**src/rtl/pipe_ctrl.sv**
```systemverilog
// pipe_ctrl: central stall/flush controller for the 5-stage core.
// Arbitrates stall requests, sequences taken jumps (including redirects
// that must wait for an outstanding fetch), and keeps performance
// counters plus a MEM-bus timeout watchdog.
`ifndef ADDR_WIDTH
`define ADDR_WIDTH 32
`endif

module pipe_ctrl #(
   parameter int BUS_TIMEOUT = 255,
   parameter int CNT_WIDTH   = 32
) (
   input  logic                   clk_in,
   input  logic                   reset_in,
   input  logic                   stallreq_id_in,
   input  logic                   stallreq_exe_in,
   input  logic                   stallreq_if_in,
   input  logic                   stallreq_mem_in,
   input  logic                   jump_in,
   input  logic [`ADDR_WIDTH-1:0] jump_addr_in,
   output logic [5:0]             stall_out,
   output logic                   jump_flush_out,
   output logic                   pc_redirect_out,
   output logic [`ADDR_WIDTH-1:0] pc_redirect_addr_out,
   output logic [CNT_WIDTH-1:0]   stall_cycles_out,
   output logic [CNT_WIDTH-1:0]   flush_count_out,
   output logic                   bus_timeout_out
);

   // Watchdog counter only needs to reach BUS_TIMEOUT, where it saturates.
   localparam int              WD_W   = (BUS_TIMEOUT < 1) ? 1 : $clog2(BUS_TIMEOUT + 1);
   localparam logic [WD_W-1:0] WD_MAX = WD_W'(BUS_TIMEOUT);

   // Stall patterns: bit0=PC .. bit5=WB, 1 = stop that stage.
   localparam logic [5:0] STALL_MEM = 6'b011111;
   localparam logic [5:0] STALL_EXE = 6'b001111;
   localparam logic [5:0] STALL_ID  = 6'b000111;
   localparam logic [5:0] STALL_IF  = 6'b000011;

   typedef enum logic {RUN, DRAIN} state_t;

   state_t                 state_q;
   logic [`ADDR_WIDTH-1:0] redirect_q;
   logic [WD_W-1:0]        wd_cnt_q;
   logic                   accept;

   // Combinational stall/flush arbitration; everything is forced low in reset.
   always_comb begin
      stall_out            = 6'b0;
      jump_flush_out       = 1'b0;
      pc_redirect_out      = 1'b0;
      pc_redirect_addr_out = '0;
      accept               = 1'b0;
      if (!reset_in) begin
         if (state_q == DRAIN) begin
            // Redirect is pending behind an outstanding fetch; keep the
            // flush asserted and present the latched target.
            jump_flush_out       = 1'b1;
            pc_redirect_out      = 1'b1;
            pc_redirect_addr_out = redirect_q;
            stall_out            = stallreq_mem_in ? STALL_MEM
                                                   : {4'b0, stallreq_if_in, stallreq_if_in};
         end else if (jump_in && !stallreq_mem_in && !stallreq_exe_in) begin
            // Accepted jump: the ID request is dropped so the flush of
            // ID_EXE can never be masked by an ID stall.
            accept               = 1'b1;
            jump_flush_out       = 1'b1;
            pc_redirect_out      = 1'b1;
            pc_redirect_addr_out = jump_addr_in;
            stall_out            = {4'b0, stallreq_if_in, stallreq_if_in};
         end else if (stallreq_mem_in) begin
            stall_out = STALL_MEM;
         end else if (stallreq_exe_in) begin
            stall_out = STALL_EXE;
         end else if (stallreq_id_in) begin
            stall_out = STALL_ID;
         end else if (stallreq_if_in) begin
            stall_out = STALL_IF;
         end
      end
   end

   // Redirect sequencer: latch the target and wait out any outstanding fetch.
   always_ff @(posedge clk_in) begin
      if (reset_in) begin
         state_q    <= RUN;
         redirect_q <= '0;
      end else begin
         case (state_q)
            RUN: begin
               if (accept) begin
                  redirect_q <= jump_addr_in;
                  if (stallreq_if_in) state_q <= DRAIN;
               end
            end
            DRAIN: begin
               if (!stallreq_if_in && !stallreq_mem_in) state_q <= RUN;
            end
            default: state_q <= RUN;
         endcase
      end
   end

   // Performance counters; both wrap freely.
   always_ff @(posedge clk_in) begin
      if (reset_in) begin
         stall_cycles_out <= '0;
         flush_count_out  <= '0;
      end else begin
         if (stall_out[0]) stall_cycles_out <= stall_cycles_out + CNT_WIDTH'(1);
         if (accept)       flush_count_out  <= flush_count_out + CNT_WIDTH'(1);
      end
   end

   // MEM-bus watchdog: counts consecutive MEM stall cycles, flag is sticky.
   always_ff @(posedge clk_in) begin
      if (reset_in) begin
         wd_cnt_q        <= '0;
         bus_timeout_out <= 1'b0;
      end else begin
         if (wd_cnt_q == WD_MAX) bus_timeout_out <= 1'b1;
         if (!stallreq_mem_in)        wd_cnt_q <= '0;
         else if (wd_cnt_q != WD_MAX) wd_cnt_q <= wd_cnt_q + WD_W'(1);
      end
   end

endmodule

```
**config.mk**
```make
export PLATFORM = sky130hd
export DESIGN_NAME = pipe_ctrl
export DESIGN_NICKNAME = d
export VERILOG_FILES = /design/src/rtl/pipe_ctrl.sv
export SDC_FILE = /design/constraint.sdc
export NUM_CORES = 1
export LEC_CHECK = 0
export ABC_AREA = 0
export CORE_UTILIZATION = 51
export DETAILED_ROUTE_END_ITERATION = 6
export PLACE_DENSITY = 0.84
export SLEW_MARGIN = 40
export SYNTH_ARGS = -nofsm -noshare
export SYNTH_HDL_FRONTEND = slang
export SYNTH_SLANG_ARGS = --single-unit
```
**constraint.sdc**
```tcl
create_clock -name clk_in -period 4.7 [get_ports clk_in]
set_input_delay 0.94 -clock clk_in [delete_from_list [all_inputs] [get_ports clk_in]]
set_output_delay 0.94 -clock clk_in [all_outputs]
set_load 0.05 [all_outputs]
```
==> insert_results.sql <==
INSERT INTO impl_metrics (metric_group, metric, value, unit) VALUES
('power', 'clockPowerShare', '0.363', ''),
('clocking', 'cts-buffers-inserted', '9', ''),
('sta', 'finalCriticalPeriod', '4120', 'ps'),
('worst_setup_path', 'worst_ep_required_time', '3760', 'ps'),
('synthesis', 'syn-instance-count', '623', ''),
('flow_run', 'maxCapViolCount', '0', ''),
('power', 'pwr-share-seq', '0.536', ''),
('clocking', 'cts_buffer_depth', '2', ''),
('detailed_routing', 'top_layer', 'met4', ''),
('global_routing', 'globalRouteTotalUtil', '0.246', ''),
('synthesis', 'synth.net_count', '665', ''),
('sta', 'setup_violations', '0', ''),
('power', 'power.net_switching', '0.441', 'mW'),
('synthesis', 'synth_sequential_area_ratio', '0.428', ''),
('synthesis', 'synth_area_per_cell', '7.97', 'um^2'),
('sta', 'setup_total_negative_slack', '0', 'ps'),
('global_routing', 'antenna_found_initial', '0', ''),
('detailed_routing', 'routed-wl-met2', '6.09', 'mm'),
('synthesis', 'synth_async_sr_flop_share', '0', ''),
('floorplan', 'pin_count', '144', ''),
('clocking', 'post_cts_resize_count', '0', ''),
('detailed_routing', 'met3WireLength', '673', 'um'),
('layout', 'antennaDiodeCount', '0', ''),
('worst_setup_path', 'setup.worst_path.end_class', 'output pin', ''),
('sta', 'finalWorstSetupSlack', '585', 'ps'),
('power', 'power_report.internal_total', '1.28', 'mW'),
('power', 'power.share.switching', '0.256', ''),
('floorplan', 'floorplan.initialDensity', '0.532', ''),
('floorplan', 'die_h', '101', 'um'),
('clocking', 'clock-sinks', '106', ''),
('synthesis', 'synth-warning-count', '0', ''),
('detailed_routing', 'wl_per_cell', '13.9', 'um'),
('worst_hold_path', 'timing.hold.worst.class', 'reg -> reg', ''),
('synthesis', 'synthesis.area', '4960', 'um^2'),
('worst_setup_path', 'worstSetupStartpoint', 'stallreq_mem_in', ''),
('global_routing', 'overflow', '0', ''),
('detailed_routing', 'detailedRoute.firstPassIterationCount', '4', ''),
('worst_setup_path', 'worst_ep_arrival_time', '3180', 'ps'),
('synthesis', 'number_of_storage_elements_in_the_synthesis_netlist', '106', ''),
('placed_design', 'port-buffer-count', '142', ''),
('clocking', 'cts_root_buf', 'clkbuf_8', ''),
('detailed_routing', 'route.final.wire_length', '12.2', 'mm'),
('worst_hold_path', 'worstHoldStart', 'bus_timeout_out$_SDFFE_PP0N_', ''),
('worst_setup_path', 'r2r_start', 'flush_count_out[7]$_SDFFE_PP0N_', ''),
('clocking', 'cts.reportedPaths.clkPinSlew', '90', 'ps'),
('layout', 'final.fill_count', '745', ''),
('floorplan', 'die_w', '101', 'um'),
('detailed_routing', 'route.antenna.remaining_nets', '0', ''),
('worst_setup_path', 'crit_path_max_fanout', '8', ''),
('power', 'combinationalPowerShare', '0.100', ''),
('global_routing', 'first_global_vias', '4540', ''),
('floorplan', 'floorplan.die_area', '10100', 'um^2'),
('placed_design', 'place_congestion', '0.821', ''),
('power', 'cellLeakagePower', '2.25', 'nW'),
('placed_design', 'hpwl', '8.86', 'mm'),
('detailed_routing', 'number_of_design_rule_violations_left_after_detail_routing', '0', ''),
('sta', 'timing.max_slew.rel_slack', '0.462', ''),
('sta', 'hold_violation_total_from_the_final_report', '0', ''),
('sta', 'grt_setup_unrepaired', 'no', ''),
('status', 'run_status', 'finished, final reports clean', ''),
('sta', 'period_share', '0.876', ''),
('clocking', 'post_cts_hold_buffer_count', '0', ''),
('clocking', 'cts.htree.levels', '3', ''),
('power', 'vdd_ir_drop_max', '164', 'uV'),
('worst_setup_path', 'worst_setup_path_start_kind', 'input pin', ''),
('floorplan', 'core', '9330', 'um^2'),
('clocking', 'post-cts-setup-buffer-count', '0', ''),
('detailed_routing', 'drt-vias-per-instance', '5.52', ''),
('detailed_routing', 'detail_route.wirelength.met1', '5.20', 'mm'),
('global_routing', 'grt_start_max_net_pins', '67', ''),
('worst_setup_path', 'timing.setup.critical_path_class', 'in -> out', '');
==> sequential cells by signal, summed over array words and instances, names as in the netlist <==
register	flops
wd_cnt_q	8
state_q	1
stall_cycles_out	32
flush_count_out	32
redirect_q	32
bus_timeout_out	1
==> routing by layer <==
layer | vias up | track usage
met1 | 2274 | 0.304
met2 | 157 | 0.420
met3 | 20 | 0.0472
met4 | 0 | 0.105
li1 | 2405 | -
met5 | - | 0
==> cells by family (layout without fill, tap and decap cells) <==
family / Yosys count / count (layout) / synth area share
compound gates: 128 / 128 / 0.153
xor+xnor: 47 / 47 / 0.0829
fa+ha+maj: 3 / 3 / 0.00756
buf+inv: 49 / 177 / 0.0434
flops: 106 / 106 / 0.428
mux: 5 / 5 / 0.0111
other cells: 1 / 1 / 0.000756
simple gates: 284 / 284 / 0.274
==> synth_stat cells (4+ instances only) <==
master     instances  share of area
nand2_1          122          0.092
nand3_1           21          0.021
nand2b_1           4         0.0050
mux2_2             4         0.0091
clkbuf_1          26          0.020
or3_1              4         0.0050
xor2_1            18          0.032
nand4_1           12          0.015
and2_1             5         0.0063
inv_1             12         0.0091
o21ba_2            4         0.0081
nor4_1             9          0.011
and3_1            10          0.013
nor2_1            58          0.044
and4_1             8          0.014
nor2b_1            4         0.0050
o2111ai_1          4         0.0071
or4_1              5         0.0076
a2111oi_0          8          0.014
a21oi_1           82          0.083
a31oi_1            4         0.0050
xnor2_1           29          0.051
dfxtp_1          106           0.43
o21ai_0            9         0.0091
buf_1              6         0.0045
nor3_1            12          0.012
==> path summary, 6_finish.rpt <==
check | endpoint | slack, ps | depth (start not counted)
setup / recovery | pc_redirect_addr_out[2] | 580 | 5
hold / removal | bus_timeout_out$_SDFFE_PP0N_ | 460 | 2
setup reg to reg | flush_count_out[30]$_SDFFE_PP0N_ | 2090 | 5
hold reg to reg | bus_timeout_out$_SDFFE_PP0N_ | 460 | 2
==> cell usage in the layout (no fill, tap or decap), types with 9 or more instances in the layout <==
cell type        instances
nand2_1                122
clkdlybuf4s50_1        114
dfxtp_1                106
a21oi_1                 82
nor2_1                  57
buf_4                   35
xnor2_1                 29
nand3_1                 21
xor2_1                  18
inv_1                   12
nand4_1                 12
nor3_1                  12
and3_1                  10
o21ai_0                  9
nor4_1                   9
clkbuf_8                 9
==> power by group through the flow <==
stage | Sequential, mW | Combinational, mW | Clock [mW]
finish | 0.923 | 0.173 | 0.626
floorplan | 0.953 | 0.0949 | 0
global placement | 0.943 | 0.169 | 0
detailed placement | 0.944 | 0.172 | 0
CTS | 0.923 | 0.173 | 0.640
global route | 0.926 | 0.187 | 0.679
==> critical path, cell delays in order <==
cell and delay, ps:
clkdlybuf4s50_1 540, nor4b_4 570, nand2_1 150, a21oi_1 150, clkdlybuf4s50_1 830
==> cell type report <==
class | count | area (um^2) | area share
Multi-Input combinational cell | 468 | 2630 | 0.399
Clock buffer | 9 | 124 | 0.0188
Tap cell | 129 | 161 | 0.0245
Timing Repair Buffer | 149 | 1400 | 0.213
Inverter | 12 | 45.0 | 0.00684
Clock inverter | 7 | 98.8 | 0.0150
Sequential cell | 106 | 2120 | 0.322
==> through the flow <==
step	total power, mW	area [um^2]	hold slack [ps]	utilization	cells
after CTS	1.74	6580	457	0.706	880
final	1.72	6580	456	0.706	880
after detailed placement	1.12	6360	441	0.682	864
after global routing	1.79	6580	481	0.706	880
after global placement	1.11	6360	436	0.682	864
after floorplan	1.05	4960	428	-	623
(Power assumes the default switching activity.)
